### src/rtl/mem_arbiter.sv
// Two-port (CPU / debug) arbiter in front of a single-port synchronous memory.
// Define MEM_ARB_AGING_EN to let a starved debug port win over the CPU.
module mem_arbiter #(
  parameter int AGE_LIMIT = 8,
  parameter int MAX_BURST = 4
) (
  input  logic        Clk,
  input  logic        reset,
  input  logic        c_req,
  input  logic        c_wr,
  input  logic [31:0] c_addr,
  input  logic [31:0] c_wdata,
  output logic        c_gnt,
  output logic        c_rvalid,
  output logic [31:0] c_rdata,
  input  logic        d_req,
  input  logic        d_wr,
  input  logic        d_lock,
  input  logic [31:0] d_addr,
  input  logic [31:0] d_wdata,
  output logic        d_gnt,
  output logic        d_rvalid,
  output logic [31:0] d_rdata,
  output logic [31:0] mem_addr,
  output logic        mem_wr,
  output logic [31:0] mem_wdata,
  input  logic [31:0] mem_rdata
);

  localparam int BW = $clog2(MAX_BURST + 1);

  typedef enum logic [1:0] {
    IDLE,
    CPU,
    DBG,
    DBG_LOCK
  } state_t;

  state_t        state, state_n;
  logic [BW-1:0] burst, burst_n, beat;
  logic          live;
  logic          cpu_first, cpu_first_n;
  logic          d_pri;
  logic          c_pend, d_pend;
  logic [31:0]   addr_q, wdata_q;
  logic [31:0]   c_rdata_q, d_rdata_q;

`ifdef MEM_ARB_AGING_EN
  localparam int AW = (AGE_LIMIT < 1) ? 1 : $clog2(AGE_LIMIT + 1);
  logic [AW-1:0] age;

  assign d_pri = (age == AW'(AGE_LIMIT)) && !cpu_first;

  always_ff @(posedge Clk or negedge reset) begin
    if (!reset) begin
      age <= '0;
    end else if (d_gnt) begin
      age <= '0;
    end else if (d_req && age != AW'(AGE_LIMIT)) begin
      age <= age + 1'b1;
    end
  end
`else
  assign d_pri = 1'b0;
`endif

  // Beat number a granted locked beat would carry; saturates at MAX_BURST.
  assign beat = (state != DBG_LOCK) ? BW'(1) :
                (burst == BW'(MAX_BURST)) ? burst : burst + 1'b1;

  always_ff @(posedge Clk or negedge reset) begin
    if (!reset) begin
      state     <= IDLE;
      burst     <= '0;
      live      <= 1'b0;
      cpu_first <= 1'b0;
    end else begin
      state     <= state_n;
      burst     <= burst_n;
      live      <= 1'b1;
      cpu_first <= cpu_first_n;
    end
  end

  always_comb begin
    state_n     = state;
    burst_n     = burst;
    cpu_first_n = 1'b0;
    c_gnt       = 1'b0;
    d_gnt       = 1'b0;
    if (live) begin
      unique case (state)
        DBG_LOCK: begin
          if (d_req && d_lock) begin
            d_gnt   = 1'b1;
            burst_n = beat;
            if (beat == BW'(MAX_BURST)) begin
              state_n     = IDLE;
              cpu_first_n = 1'b1;
            end
          end else begin
            state_n     = IDLE;
            burst_n     = '0;
            cpu_first_n = 1'b1;
          end
        end
        IDLE, CPU, DBG: begin
          burst_n = '0;
          if (d_req && (d_pri || !c_req)) begin
            d_gnt   = 1'b1;
            state_n = DBG;
            if (d_lock) begin
              burst_n = beat;
              if (beat == BW'(MAX_BURST)) begin
                state_n     = IDLE;
                cpu_first_n = 1'b1;
              end else begin
                state_n = DBG_LOCK;
              end
            end
          end else if (c_req) begin
            c_gnt   = 1'b1;
            state_n = CPU;
          end else begin
            state_n = IDLE;
          end
        end
      endcase
    end
  end

  always_comb begin
    mem_addr  = addr_q;
    mem_wdata = wdata_q;
    mem_wr    = 1'b0;
    if (c_gnt) begin
      mem_addr  = c_addr;
      mem_wdata = c_wdata;
      mem_wr    = c_wr;
    end else if (d_gnt) begin
      mem_addr  = d_addr;
      mem_wdata = d_wdata;
      mem_wr    = d_wr;
    end
  end

  always_ff @(posedge Clk or negedge reset) begin
    if (!reset) begin
      addr_q    <= '0;
      wdata_q   <= '0;
      c_pend    <= 1'b0;
      d_pend    <= 1'b0;
      c_rdata_q <= '0;
      d_rdata_q <= '0;
    end else begin
      addr_q  <= mem_addr;
      wdata_q <= mem_wdata;
      c_pend  <= c_gnt && !c_wr;
      d_pend  <= d_gnt && !d_wr;
      if (c_pend) c_rdata_q <= mem_rdata;
      if (d_pend) d_rdata_q <= mem_rdata;
    end
  end

  // Read data arrives from memory in the cycle after the grant.
  assign c_rvalid = c_pend;
  assign d_rvalid = d_pend;
  assign c_rdata  = c_pend ? mem_rdata : c_rdata_q;
  assign d_rdata  = d_pend ? mem_rdata : d_rdata_q;

endmodule

### config.mk
export PLATFORM = sky130hd
export DESIGN_NAME = mem_arbiter
export DESIGN_NICKNAME = d
export VERILOG_FILES = /design/src/rtl/mem_arbiter.sv
export SDC_FILE = /design/constraint.sdc
export NUM_CORES = 1
export LEC_CHECK = 0
export ABC_AREA = 1
export CAP_MARGIN = 0
export CORE_ASPECT_RATIO = 2
export CORE_MARGIN = 2
export CORE_UTILIZATION = 35
export DETAILED_ROUTE_END_ITERATION = 10
export MAX_ROUTING_LAYER = met4
export PLACE_DENSITY = 0.72
export SYNTH_ARGS = -nofsm -noshare
export SYNTH_HDL_FRONTEND = slang
export SYNTH_SLANG_ARGS = --single-unit
export TNS_END_PERCENT = 30
### constraint.sdc
create_clock -name Clk -period 4.6 [get_ports Clk]
set_input_delay 0.92 -clock Clk [delete_from_list [all_inputs] [get_ports Clk]]
set_output_delay 0.92 -clock Clk [all_outputs]
set_load 0.01 [all_outputs]
; Yosys cells after proc, flatten, opt, wreduce, memory -nomap -nowiden
; Cells that the tools add are included.
[totals]
n_memories = 0
elab_cells = 56
romBits = 0
ff_bits = 136
latch_bits = 0
in_bits = 167
output_inout_bits = 133
ramBits = 0
[classes]
n_eq_ne = 7
mux = 29
n_mul = 0
reduce_logical = 10
n_addsub = 1
magnitude_cmp = 0
shift = 0
n_div = 0
bitwise_logic = 0
[op_table]
columns = operator, count
row1 = 32-bit 2-to-1 mux, 6
row2 = 3-bit 2-to-1 mux, 5
row3 = 1-bit 2-to-1 mux, 10
row4 = 2-bit 2-to-1 mux, 5
row5 = 3-bit equality test (second input constant), 2
row6 = 3-bit one-hot mux with 2 select lines, 1
row7 = 2-bit equality test (second input constant), 2
row8 = 1-bit logical AND, 4
row9 = 2-bit one-hot mux with 2 select lines, 1
row10 = 3-bit by 1-bit adder with 3-bit output (second input constant), 1
row11 = 1-bit zero test, 3
row12 = 3-bit inequality test (second input constant), 1
row13 = 3-bit OR reduction, 1
row14 = 2-bit by 1-bit equality test with 1-bit output (second input constant), 1
row15 = 2-bit zero test, 1
row16 = 2-bit inequality test (second input constant), 1
row17 = 1-bit one-hot mux with 2 select lines, 1
row18 = 2-bit AND reduction, 1

; Logic depth before layout (Yosys ltp)
; Gate-level depths: netlist (run 1).
[logic_depth]
ltp_word = 8
depth_mapped = 9
ltp_nobuf = 9

; Least setup slack after synthesis (run 1)
; Ideal clock, no wire load.
[synth_path]
kind = input-to-output
start = input c_req
end = output mem_addr[0]
required_ns = 3.680
n_path_buf = 2
arrival_time_ns = 1.813
path_slack_ns = 1.867
stages = 9
path_cell_list = inv_1 > nand2_1 > nand2_2 > nand2_2 > nor2_4 > buf_6 > buf_6 > nand2_1 > a31oi_1
[synth_between]
elab_chain_cells = 7
elab_cells_between_ends = 11
cone_classes = mux (9) / reduce/logical (2)
[synth_lines]
columns = element, line_no
row1 = start: declaration, 9  ; input logic c_req,
row2 = 1-bit zero test, 109  ; if (d_req && (d_pri || !c_req)) begin
row3 = 1-bit logical AND, 109
row4 = 1-bit 2-to-1 mux, 109
row5 = 1-bit one-hot mux with 2 select lines, 92  ; unique case (state)
row6 = 1-bit 2-to-1 mux, 91  ; if (live) begin
row7 = 32-bit 2-to-1 mux, 140  ; end else if (d_gnt) begin
row8 = 32-bit 2-to-1 mux *, 136  ; if (c_gnt) begin
row9 = end: declaration, 24  ; output logic [31:0] mem_addr,
; Every way passes the cells marked *; elsewhere a longest branch is shown, timed or not.

; Worst setup path after layout (run 1)
[layout_path]
start = input c_req
end = output mem_addr[7]
; The elaborated chain is that of the path after synthesis.

==> impl_metrics.tcl, run 1 <==
set metrics [dict create \
    power_frac_clock 0.318 \
    worst-setup-path-type "in2out" \
    drc 0 \
    routed_wl_um 18100 \
    yosysMostFrequentCell "dfrtp_1" \
    postSynthCellCount 542 \
    finalHoldViolations 0 \
    drive_above_1_share 0.155 \
    finalSetupViolations 0 \
    yosysUniqueCellTypes 26 \
    fin_worst_skew_ns 0.00561 \
    synth_area_leaders "dfrtp_1 (58%), mux2_2 (12%), nand2_1 (8.3%)" \
    grt_overflow 0 \
    synth_edf_count 0 \
    setup.worst_path.start_class "input port" \
    fin_nets 1003 \
    power_per_cell_area_nw_per_um2 439 \
    via_per_inst 4.81 \
    grt_pass1_wl_um 28100 \
    power_leakage_nw 4.03 \
    rows 66 \
    p_sw_frac 0.274 \
    cts_buffer_depth 2 \
    finalPower_w 0.00420 \
    max_freq_ghz 0.251 \
    async_flop_share 1.00 \
    drv_cap 0 \
    synth_seq_cells 136 \
    firstDrtPassIters 4 \
    grt_pass1_vias 5382 \
    synth_top_area_frac 0.582 \
    syn_to_final_growth_pct 63.8 \
    drtIter0Drc 210 \
    final-max-slew-violation-count 0 \
    yosysTopAreaCell "dfrtp_1" \
    htree_levels 4 \
    cts_buffers 17 \
    antenna_found_initial 2 \
    track_usage 0.213 \
    ys.flop_type "dfrtp_1" \
    yosysWarnings 0 \
    die_area_um2 17800 \
    netSwitchingPower_w 0.00115 \
    seqPwrFrac 0.363 \
    worst_slack_ns 0.616 \
    synth_area_um2 5850 \
    clk-insertion-delay-late_ns 0.41 \
    p_int_w 0.00305 \
    avgSynthCellArea_um2 10.8 \
    coreArea_um2 16400 \
    hpwl_um 13000 \
    num_io_pins 300 \
    cp_max_fo 66 \
    cts_resized 0 \
    pwr-share-comb 0.319 \
    portBuffers 299 \
    fp.dieW_um 95.4 \
    critPathRequiredTime_ns 3.68 \
    worstMarginPinSlew_ns 0.732 \
    vias 5068 \
    outcome "finished, final reports clean" \
    place_congestion 0.876 \
    rsz0062_at_grt "no" \
    clk_pin_slew_worst_paths_ns 0.06 \
    cts_hold_buf 0 \
    num-fill-cells 1370 \
    clock-root-buffer "clkbuf_16" \
    grt_max_degree 79 \
    cts_tree "yes" \
    synth_fp_nets 711 \
    start_util 0.358 \
    period_needed_ns 3.98 \
    post-cts-setup-buffer-count 0 \
    die_h_um 187 \
    cts_sinks 136 \
    relSlewSlack 0.512 \
    fin_tns_setup_ns 0 \
    ys_top_cells_by_count "dfrtp_1 (136), nand2_1 (129), nor2_1 (70)" \
    wl_per_cell_um 17.2 \
    post-place-ws_ns 0.597 \
    arrival_ns 3.06 \
    ant_nets 0 \
    end_kind "output port" \
    yosysSeqAreaShare 0.582 \
    peakVddDrop_v 0.000251 \
    fin_crit_sh 0.866 \
    hold_class "reg2reg" \
]
cells by family after synthesis:
kind of cell	count (synthesis)	share of synthesized area
fa+ha+maj	2	0.00428
other cells	1	0.000641
mux	64	0.123
buf+inv	46	0.0486
flops	136	0.582
compound gates	71	0.0871
simple gates	222	0.154
sequential cells by signal, summed over array words and instances, names as in the netlist:
name	flops
wdata_q	32
burst	3
addr_q	32
live	1
c_rdata_q	32
d_rdata_q	32
d_rvalid	1
state	2
c_rvalid	1
metal layers:
layer,global-route usage,up-vias,share of wire
li1,-,2403,-
met1,0.228,2396,0.37
met2,0.353,223,0.52
met3,0.0509,46,0.063
met4,0.120,0,0.047
met5,-,-,0
cells in the final DEF (no fill, tap or decap), types with 2 or more instances in the layout:
| cell | count |
|---|---|
| a31oi_1 | 54 |
| nand3_1 | 6 |
| nand2_2 | 13 |
| ha_1 | 2 |
| mux2_2 | 60 |
| nor2_1 | 70 |
| inv_1 | 8 |
| mux2_1 | 4 |
| a31oi_2 | 10 |
| clkinv_2 | 5 |
| clkinvlp_4 | 3 |
| clkdlybuf4s50_1 | 298 |
| buf_4 | 7 |
| nand2_1 | 129 |
| bufinv_16 | 2 |
| diode_2 | 2 |
| clkbuf_16 | 17 |
| buf_12 | 4 |
| o21ai_0 | 2 |
| clkbuf_8 | 2 |
| dfrtp_1 | 136 |
cell type report:
cell class	count	area, um2	area share
repair buffers	310	3130	0.327
clock inverters	12	125	0.0131
multi-input cells	360	2170	0.226
well taps	204	255	0.0267
diodes	2	5.00	0.000523
inverters	9	36.3	0.00379
clock buffers	20	457	0.0477
flip-flops and latches	136	3400	0.355
power groups by stage:
stage               clock network [W]  registers (W)  logic [W]
global route                  0.00142        0.00155    0.00144
global placement                    0        0.00154    0.00133
CTS                           0.00138        0.00153    0.00136
detailed placement                  0        0.00155    0.00135
finish                        0.00134        0.00152    0.00134
floorplan                           0        0.00152   0.000566
critical path, cell delays in order:
cell,delay (ns)
clkdlybuf4s50_1,0.46
inv_1,0.10
nand2_1,0.08
nand2_2,0.08
nand2_2,0.07
nor2_4,0.10
buf_12,0.30
nand2_1,0.09
a31oi_1,0.21
clkdlybuf4s50_1,0.63
final timing paths:
path	from	end	slack [ns]	cells after the start
setup / recovery	c_req	mem_addr[7]	0.62	10
hold / removal	d_rdata_q[6]	d_rdata_q[6]	0.48	1
setup reg to reg	live	wdata_q[27]	2.89	3
hold reg to reg	d_rdata_q[6]	d_rdata_q[6]	0.48	1
max in group asynchronous	reset	d_rdata_q[29]	3.10	2
min in group asynchronous	reset	c_rdata_q[18]	0.54	1
stage by stage:
step | cell area, um2 | hold slack [ns] | cells | utilization
CTS | 9570 | 0.486 | 1051 | 0.585
floorplan | 5850 | 0.499 | 542 | -
global route | 9580 | 0.505 | 1053 | 0.586
detailed placement | 8990 | 0.471 | 1019 | 0.550
finish | 9580 | 0.479 | 1053 | 0.586
global placement | 8990 | 0.465 | 1019 | 0.550
Note: power is estimated with default switching activity, not from simulation.
==> inputs of run 2 (changes only) <==
--- a/config.mk
+++ b/config.mk
@@ -11,6 +11,7 @@
 export CORE_MARGIN = 2
 export CORE_UTILIZATION = 35
 export DETAILED_ROUTE_END_ITERATION = 10
+export GPL_TIMING_DRIVEN = 0
 export MAX_ROUTING_LAYER = met4
 export PLACE_DENSITY = 0.72
 export SYNTH_ARGS = -nofsm -noshare
==> impl_metrics.tcl, run 2 (synthesized netlist as in run 1, its figures left out) <==
set metrics [dict create \
    final-max-slew-violation-count 0 \
    antenna_found_initial 1 \
    drtIter0Drc 130 \
    p_int_w 0.00311 \
    critPathRequiredTime_ns 3.68 \
    rows 66 \
    seqPwrFrac 0.354 \
    p_sw_frac 0.277 \
    hold_class "in2async" \
    portBuffers 299 \
    num-fill-cells 1432 \
    grt_pass1_wl_um 30100 \
    fin_tns_setup_ns 0 \
    power_frac_clock 0.329 \
    syn_to_final_growth_pct 66.5 \
    cp_max_fo 10 \
    arrival_ns 3.07 \
    drive_above_1_share 0.173 \
    num_io_pins 300 \
    routed_wl_um 19300 \
    grt_overflow 0 \
    endpoint "mem_wdata[27]" \
    clk_pin_slew_worst_paths_ns 0.07 \
    worstMarginPinSlew_ns 0.542 \
    place_congestion 0.903 \
    peakVddDrop_v 0.000276 \
    rrSetupSlack_ns 2.96 \
    worstReg2RegEnd "addr_q[18]" \
    cts_resized 0 \
    grt_max_degree 89 \
    reg2reg_depth 6 \
    cts_hold_buf 0 \
    wl_per_cell_um 17.9 \
    max_freq_ghz 0.250 \
    layout_common_cells "clkdlybuf4s50_1 (298), dfrtp_1 (136), nand2_1 (129)" \
    netSwitchingPower_w 0.00119 \
    worst_slack_ns 0.608 \
    drc 0 \
    hpwl_um 14700 \
    finalHoldViolations 0 \
    fin_nets 1030 \
    htree_levels 4 \
    post-route-util 0.595 \
    drv_cap 0 \
    start_util 0.358 \
    cts_buffers 17 \
    fin_crit_sh 0.868 \
    cts_sinks 136 \
    end_kind "output port" \
    fin_worst_skew_ns 0.0112 \
    post-place-ws_ns 0.613 \
    outcome "finished, final reports clean" \
    cts_tree "yes" \
    clk-insertion-delay-late_ns 0.40 \
    rsz0062_at_grt "no" \
    coreArea_um2 16400 \
    final_common_cell "clkdlybuf4s50_1" \
    fp.dieW_um 95.4 \
    track_usage 0.227 \
    relSlewSlack 0.639 \
    cts_buffer_depth 2 \
    die_h_um 187 \
    clock-root-buffer "clkbuf_16" \
    via_per_inst 4.83 \
    ant_nets 0 \
    pwr-share-comb 0.317 \
    firstDrtPassIters 4 \
    post-cts-setup-buffer-count 0 \
    period_needed_ns 3.99 \
    worst-setup-path-type "in2out" \
    vias 5209 \
    finalSetupViolations 0 \
    power_leakage_nw 4.14 \
    power_per_cell_area_nw_per_um2 442 \
    grt_pass1_vias 5604 \
    setup.worst_path.start_class "input port" \
    rr_startpoint "live" \
    startpoint "c_req" \
    place_inst 1046 \
    final_cells 1078 \
    finalPower_w 0.00430 \
    die_area_um2 17800 \
]
run 2: cell types whose count changed in the layout (fill, tap and decap cells not counted), moves of 2 or more:
cell        change
buf_4           -6
clkinv_2        -3
clkinv_4        +4
buf_2          +18
clkbuf_1        +6
inv_6           +2
buf_6          +11
clkinvlp_4      -3
buf_12          -4
run 2: area by class of cell:
class | instances | area [um2] | area share
diodes | 1 | 2.50 | 0.000257
plain buffers | 37 | 248 | 0.0254
clock buffers | 18 | 439 | 0.0451
clock inverters | 13 | 170 | 0.0175
inverters | 9 | 36.3 | 0.00373
multi-input cells | 360 | 2160 | 0.222
flip-flops and latches | 136 | 3400 | 0.350
well taps | 204 | 255 | 0.0262
repair buffers | 300 | 3020 | 0.310
run 2: worst min-delay path by stage:
stage	cells after the start	start	to	slack, ns
4_1_cts	1	reset	d_rdata_q[14]	0.46
6_report	1	reset	d_rdata_q[14]	0.45
3_5_place_dp	1	c_rdata_q[8]	c_rdata_q[8]	0.47
3_3_place_gp	1	c_rdata_q[8]	c_rdata_q[8]	0.47
5_1_grt	1	reset	d_rdata_q[14]	0.47
2_1_floorplan	2	state[1]	state[1]	0.50
run 2: critical path, cell delays in order:
cell,delay (ns)
clkdlybuf4s50_1,0.43
inv_1,0.09
nand2_1,0.08
nand2_2,0.09
nand2_2,0.07
nor2_4,0.11
buf_6,0.18
buf_6,0.17
nand2_1,0.06
a31oi_1,0.27
clkdlybuf4s50_1,0.61
run 2: layer usage:
layer  wire, um  part of all wire  vias up  GRT usage
li1           -                 -     2459          -
met1       7060              0.37     2512      0.242
met2      10600              0.55      206      0.404
met3       1030             0.054       32     0.0472
met4        584             0.030        0     0.0819
met5          0                 0        -          -
run 2: stage by stage:
step	hold slack [ns]	cell area, um2
global placement	0.465	9090
CTS	0.460	9730
global route	0.466	9740
detailed placement	0.475	9120
floorplan	0.499	5850
finish	0.450	9740
run 2: power by group through the flow:
| stage | Sequential, W | Combinational, W | Clock, W |
|---|---|---|---|
| global placement | 0.00154 | 0.00135 | 0 |
| detailed placement | 0.00155 | 0.00137 | 0 |
| floorplan | 0.00152 | 0.000566 | 0 |
| finish | 0.00152 | 0.00136 | 0.00142 |
| global route | 0.00155 | 0.00146 | 0.00151 |
| CTS | 0.00153 | 0.00138 | 0.00145 |
